### src/rtl/byte_serializer.sv
// byte_serializer: WIDTH-bit word to async serial frame.
// start, LSB-first data, optional even parity, stop.
module byte_serializer #(
  parameter int WIDTH        = 8,
  parameter int CLKS_PER_BIT = 4,
  parameter int PARITY_EN    = 0
) (
  input  logic             clock,
  input  logic             rst,
  input  logic [WIDTH-1:0] data,
  input  logic             enable,
  output logic             ready,
  output logic             busy,
  output logic             tx,
  output logic             done
);

  localparam int DW =
    (CLKS_PER_BIT > 1) ? $clog2(CLKS_PER_BIT) : 1;
  localparam int CW =
    (WIDTH > 0) ? $clog2(WIDTH + 1) : 1;

  localparam logic [DW-1:0] DIV_LAST =
    DW'(CLKS_PER_BIT - 1);
  localparam logic [CW-1:0] CNT_LAST =
    CW'(WIDTH);

  typedef enum logic [2:0] {
    S_IDLE,
    S_START,
    S_DATA,
    S_PARITY,
    S_STOP
  } state_t;

  state_t           state_q, state_n;
  logic [DW-1:0]    div_q, div_n;
  logic [CW-1:0]    cnt_q, cnt_n;
  logic [WIDTH-1:0] sh_q, sh_n;
  logic             par_q, par_n;
  logic             tx_q, tx_n;
  logic             done_q, done_n;
  logic             rdy_q, rdy_n;
  logic             busy_q;
  logic             bit_end;

  assign bit_end = (div_q == DIV_LAST);

  // next-state, divider, shifter and line level
  always_comb begin
    state_n = state_q;
    div_n   = bit_end ? '0 : div_q + DW'(1);
    cnt_n   = cnt_q;
    sh_n    = sh_q;
    par_n   = par_q;
    tx_n    = tx_q;
    rdy_n   = rdy_q;
    done_n  = 1'b0;
    unique case (state_q)
      S_IDLE: begin
        div_n = '0;
        tx_n  = 1'b1;
        if (enable && rdy_q) begin
          state_n = S_START;
          sh_n    = data;
          par_n   = ^data;
          cnt_n   = '0;
          tx_n    = 1'b0;
          rdy_n   = 1'b0;
        end
      end
      S_START: begin
        if (bit_end) begin
          state_n = S_DATA;
          tx_n    = sh_q[0];
          sh_n    = sh_q >> 1;
          cnt_n   = CW'(1);
        end
      end
      S_DATA: begin
        if (bit_end) begin
          if (cnt_q == CNT_LAST) begin
            if (PARITY_EN != 0) begin
              state_n = S_PARITY;
              tx_n    = par_q;
            end else begin
              state_n = S_STOP;
              tx_n    = 1'b1;
            end
          end else begin
            tx_n  = sh_q[0];
            sh_n  = sh_q >> 1;
            cnt_n = cnt_q + CW'(1);
          end
        end
      end
      S_PARITY: begin
        if (bit_end) begin
          state_n = S_STOP;
          tx_n    = 1'b1;
        end
      end
      S_STOP: begin
        if (bit_end) begin
          state_n = S_IDLE;
          cnt_n   = '0;
          rdy_n   = 1'b1;
          done_n  = 1'b1;
        end
      end
      default: begin
        state_n = S_IDLE;
        div_n   = '0;
        cnt_n   = '0;
        tx_n    = 1'b1;
        rdy_n   = 1'b1;
      end
    endcase
  end

  // state and registered outputs; reset forces idle line
  always_ff @(posedge clock or negedge rst) begin
    if (!rst) begin
      state_q <= S_IDLE;
      div_q   <= '0;
      cnt_q   <= '0;
      sh_q    <= '0;
      par_q   <= 1'b0;
      tx_q    <= 1'b1;
      done_q  <= 1'b0;
      rdy_q   <= 1'b1;
      busy_q  <= 1'b0;
    end else begin
      state_q <= state_n;
      div_q   <= div_n;
      cnt_q   <= cnt_n;
      sh_q    <= sh_n;
      par_q   <= par_n;
      tx_q    <= tx_n;
      done_q  <= done_n;
      rdy_q   <= rdy_n;
      busy_q  <= ~rdy_n;
    end
  end

  assign tx    = tx_q;
  assign done  = done_q;
  assign ready = rdy_q;
  assign busy  = busy_q;

endmodule

### config.mk
export PLATFORM = sky130hd
export DESIGN_NAME = byte_serializer
export DESIGN_NICKNAME = d
export VERILOG_FILES = /design/src/rtl/byte_serializer.sv
export SDC_FILE = /design/constraint.sdc
export NUM_CORES = 1
export LEC_CHECK = 0
export ABC_AREA = 1
export BUFFER_PORTS_ARGS = -buffer_cell sky130_fd_sc_hd__buf_2
export CELL_PAD_IN_SITES_DETAIL_PLACEMENT = 1
export CELL_PAD_IN_SITES_GLOBAL_PLACEMENT = 1
export CORE_MARGIN = 4
export CORE_UTILIZATION = 35
export CTS_BUF_LIST = sky130_fd_sc_hd__clkbuf_16
export CTS_CLUSTER_SIZE = 20
export DETAILED_ROUTE_END_ITERATION = 8
export GPL_ROUTABILITY_DRIVEN = 0
export PLACE_DENSITY_LB_ADDON = 0.1
export SLEW_MARGIN = 20
export SYNTH_ARGS = -nofsm -noshare
export SYNTH_HDL_FRONTEND = slang
export SYNTH_SLANG_ARGS = --single-unit
### constraint.sdc
create_clock -name clock -period 1.58 [get_ports clock]
set_input_delay 0.237 -clock clock [delete_from_list [all_inputs] [get_ports clock]]
set_output_delay 0.237 -clock clock [all_outputs]
set_load 0.005 [all_outputs]
# Word level (Yosys, flattened, before mapping)
# Index checks and enable logic that the tools add are counted.
# Widths: inputs -> output; s select.
word_totals:
  regBits: 21
  in_bits: 11
  out_inout_bits: 4
  elab_cells: 66
classes:
  n_addsub: 2
  eq_ne: 13
  muxes: 31
  bitwise: 3
  reduce_logical: 9
ops:
  columns: ["operator", "count"]
  rows:
  - ["$mux 8", 4]
  - ["$pmux 8 s3", 1]
  - ["$mux 4", 5]
  - ["$pmux 4 s5", 1]
  - ["$mux 3", 6]
  - ["$pmux 3 s5", 1]
  - ["$ne 2x2->1 const B", 7]
  - ["$reduce_and 6->1", 2]
  - ["$mux 1", 9]
  - ["$eq 3x2->1 const B", 2]
  - ["$pmux 1 s5", 1]
  - ["$reduce_and 5->1", 1]
  - ["$add 4x1->4 const B", 1]
  - ["$eq 4x4->1 const B", 1]
  - ["$mux 2", 2]
  - ["$reduce_and 4->1", 1]
  - ["$reduce_or 4->1", 1]
  - ["$eq 3x1->1 const B", 1]
  - ["$eq 3x3->1 const B", 1]
  - ["$logic_not 3->1", 1]
  - ["$not 1->1", 3]
  - ["$pmux 1 s3", 1]
  - ["$reduce_bool 3->1", 1]
  - ["$reduce_or 3->1", 1]
  - ["other kinds (3)", 3]

# Depth between registers and ports, before layout
logic_depth:
  word_depth: 4
  ltp_mapped: 8
  depth_no_buf: 8

# Worst setup path before layout
# OpenSTA, ideal clock, no wires.
synth_timing:
  path_kind: "reg2reg"
  from: "register cnt_q[0]"
  to: "register cnt_q[0]"
  setup_ps: 117
  arrival_ps: 1196
  required_ps: 1463
  path_slack_ps: 267
  path_stages_with_launch: 9
  path_buffers: 1
  path_cell_list: "dfrtp_1 -> inv_1 -> ha_1 -> nand3_1 -> nor2_1 -> nor2_4 -> buf_6 -> nand3_1 -> nand2_1"
synth_between:
  elab_chain_len: 4
  elab_cells_between_ends: 7
synth_lines:
  columns: ["element", "line", "source"]
  rows:
  - ["start: declaration", "38", "logic [CW-1:0] cnt_q, cnt_n;"]
  - ["start signal: assignment", "136", "cnt_q <= cnt_n;"]
  - ["$add 4x1->4", "93", "cnt_n = cnt_q + CW'(1);"]
  - ["$mux 4", "82", "if (cnt_q == CNT_LAST) begin"]
  - ["$mux 4", "81", "if (bit_end) begin"]
  - ["$pmux 4 s5", "59", "unique case (state_q)"]
# Several ways; a longest one is shown, not always the timed one. The select of a mux whose other input is x is not followed.
# A chain may end at the register's enable or synchronous reset.

# Worst setup path after layout
layout_timing:
  from: "register state_q[2]"
  to: "register sh_q[3]"
layout_between:
  elab_chain_len: 3
  elab_cells_between_ends: 10
layout_lines:
  columns: ["element", "line", "source"]
  rows:
  - ["start: declaration", "36", "state_t state_q, state_n;"]
  - ["start signal: assignment", "134", "state_q <= state_n;"]
  - ["$eq 3x2->1 (tied with other cells)", "59", null]
  - ["$ne 2x2->1 (no source line) or $reduce_bool 3->1 (tied branches)", null, null]
  - ["$reduce_and 5->1 (no source line)", null, null]
  - ["end signal: assignment", "137", "sh_q <= sh_n;"]
  - ["end: declaration", "39", "logic [WIDTH-1:0] sh_q, sh_n;"]
# Several ways; a longest one is shown, not always the timed one.

==> impl_metrics.csv <==
group,metric,value,unit
route,routed_wl,3151,um
global_routing,track_usage,16.55,%
yosys,ys_top_cells_by_count,"nand2_1, nand3_1, dfrtp_1, inv_1, nor2_1",
timing,period_share,92.57,%
route,drtIter0Drc,60,
yosys,ys.flop_type,"dfrtp_1",
yosys,synth_edf_count,0,
timing,slew_headroom,67.44,%
route,vias,1174,
route,post_drt_wl_per_cell,12.97,um
global_routing,gr-total-overflow,0,
cts,clk_path_buf_depth,2,
pwr,powerDensity,2330,mW/mm^2
route,drc,0,
timing,min_period,1.463,ns
flow_run,cap_viol_max_count,0,
floorplan,core,0.003337,mm^2
global_routing,grt_pass1_vias,1264,
critical_path,critPathKind,"register to register",
finish,area_delta_synth_final,24.54,%
timing,max_freq,683.7,MHz
min_path,hold_start,"enable",
cts,clk_pin_slew,0.06,ns
finish,fill_cells,433,
critical_path,startpoint_type,"register",
finish,antenna_cells,0,
pwr,intPower,1.937,mW
critical_path,r2r_setup_slack,0.12,ns
floorplan,die_x,67.01,um
timing,holdWs,0.2582,ns
finish,drive_gt1_share,22.84,%
critical_path,ff2ff_path_depth,7,
yosys,synth_top_area_cell,"dfrtp_1",
pwr,peakVddDrop,0.0009677,V
yosys,syn-num-nets,184,
yosys,yosysMostFrequentCell,"nand2_1",
pwr,switching_share,45.22,%
finish,finalNetCount,212,
yosys,ys_ff_latch,21,
pwr,power.share.combinational,58.5,%
floorplan,start_util,36.52,%
cts,clk_latency,0.25,ns
route,drtPass1Iterations,4,
global_routing,antenna_found_initial,0,
min_path,worstHoldPathType,"input port to register",
critical_path,rr_endpoint,"sh_q[3]",
cts,htreeDepth,1,
yosys,syn_area,0.001219,mm^2
critical_path,setup.worst_path.end,"sh_q[3]",
pwr,power.leakage,0.8583,nW
yosys,async_reset_ff_share,100.0,%
route,vias_per_cell,4.831,
floorplan,num_rows,21,
yosys,synth.distinct_cells,21,
critical_path,r2r-start,"state_q[2]",
finish,stdcell_count,243,
critical_path,startpoint,"state_q[2]",
cts,cts_root_buf,"clkbuf_16",
timing,hold_violations,0,
placement,dpl.hpwl,2358,um
yosys,avgSynthCellArea,7.169,um^2
critical_path,arrival,1.60,ns
timing,tightest_slew,0.4884,ns
critical_path,critPathMaxFanout,5,
critical_path,crit_required,1.72,ns
pwr,p_sw,1.600,mW
pwr,pwr-share-clk,15.1,%
yosys,synth.area.top_cells,"dfrtp_1, nand2_1, nand3_1",
floorplan,fp.dieArea,0.004490,mm^2
global_routing,grt_pass1_wl,5740,um
placement,port_buffers,14,
timing,skew,0.001915,ns
cts,cts_sinks,21,
critical_path,crit_path_end_kind,"register",
global_routing,grt_max_degree,22,
timing,slew_viol_final,0,
yosys,ys_seq_area_share,43.33,%
cts,cts_tree,"yes",
cts,cts-buffers-inserted,3,
yosys,synthCells,170,
yosys,yosysTopAreaCellShare,39.01,%
placement,dp_cells,234,
route,ant_nets,0,
floorplan,die_h,67.01,um
pwr,p_seq_share,26.4,%
timing,setup_viol,0,
status,status,"completed",
floorplan,io_pins,15,
yosys,ys_warn_count,0,
registers in the layout, summed over array words and instances, names as in the netlist:
register  count
state_q       3
cnt_q         4
busy          1
sh_q          8
done          1
div_q         2
tx            1
ready         1
through the flow:
step | setup TNS [ns] | area [um^2] | worst slack, ns | total power [mW] | util, %
after floorplan | 0 | 1219 | 0.2673 | 2.296 | -
final | 0 | 1518 | 0.1173 | 3.537 | 45.48
after detailed placement | 0 | 1371 | 0.04811 | 2.803 | 41.09
after global placement | 0 | 1371 | 0.09449 | 2.746 | 41.09
after CTS | 0 | 1460 | 0.03932 | 3.359 | 43.76
after global routing | -0.006141 | 1518 | -0.006141 | 3.945 | 45.48
worst min path at each step:
| stage | to | slack, ns | depth (start not counted) |
|---|---|---|---|
| 4_1_cts | busy | 0.26 | 3 |
| 3_3_place_gp | state_q[0] | 0.23 | 1 |
| 2_1_floorplan | busy | -0.06 | 0 |
| 6_report | busy | 0.26 | 3 |
| 5_1_grt | busy | 0.28 | 3 |
| 3_5_place_dp | state_q[0] | 0.24 | 1 |
what timing repair did:
action | CTS | global route
buffers inserted | 0 | 4
gates resized for setup | 0 | 7
hold endpoints to repair | 19 | 0
hold buffers | 1 | 0
setup endpoints to repair | 0 | 15
layout make-up:
type	instances	area, um^2	area share (%)
multi-input cells	126	598.1	39.41
flip-flops and latches	21	529.3	34.87
repair buffers	27	182.7	12.04
clock buffers	3	75.07	4.946
inverters	19	71.32	4.699
well taps	46	57.56	3.792
clock inverters	1	3.754	0.2473
cells in the final DEF (no fill, tap or decap):
cell,instances
clkbuf_16,3
nor2_2,3
buf_12,1
dlygate4sd3_1,1
nand3_2,2
dfrtp_2,1
inv_2,3
ha_1,3
and2_2,1
nor2_4,2
nand2_2,1
nor2_1,13
inv_1,16
o21ai_0,5
nand2_1,63
nand3_1,27
buf_2,14
buf_4,11
a21oi_1,3
nand2_4,1
nor3_1,1
dfrtp_1,18
clkinv_1,1
xnor2_1,1
dfstp_2,2
critical path, stage by stage, from the launching register on:
cell and delay, ns:
dfrtp_1 0.40, buf_4 0.16, nor2_1 0.14, nand3_1 0.12, and2_2 0.24, buf_4 0.17
nand3_1 0.08, nand2_1 0.06
power by group through the flow:
stage               clock network (mW)  logic [mW]  registers (mW)
global placement                     0        1.82           0.927
detailed placement                   0        1.87           0.935
global route                     0.568        2.41           0.965
finish                           0.534        2.07           0.934
floorplan                            0        1.38           0.917
CTS                              0.551        1.88           0.927
cell families after synthesis:
logic type	after synthesis	synth area share (%)
and+or+nand+nor	114	40.86
buffers and inverters	23	8.727
DFF	21	43.33
AOI/OAI and AO/OA	8	3.285
adders and majority gates	3	3.080
xor gates and xnor gates	1	0.7188
layer usage:
metal / track usage, % / up-vias / routed length, um
met5: 0 / - / 0
met4: 4.557 / 0 / 38
met3: 1.518 / 4 / 66
met2: 28.83 / 12 / 1631
met1: 21.52 / 572 / 1415
li1: - / 586 / -
Note: power is estimated with default switching activity, not from simulation.
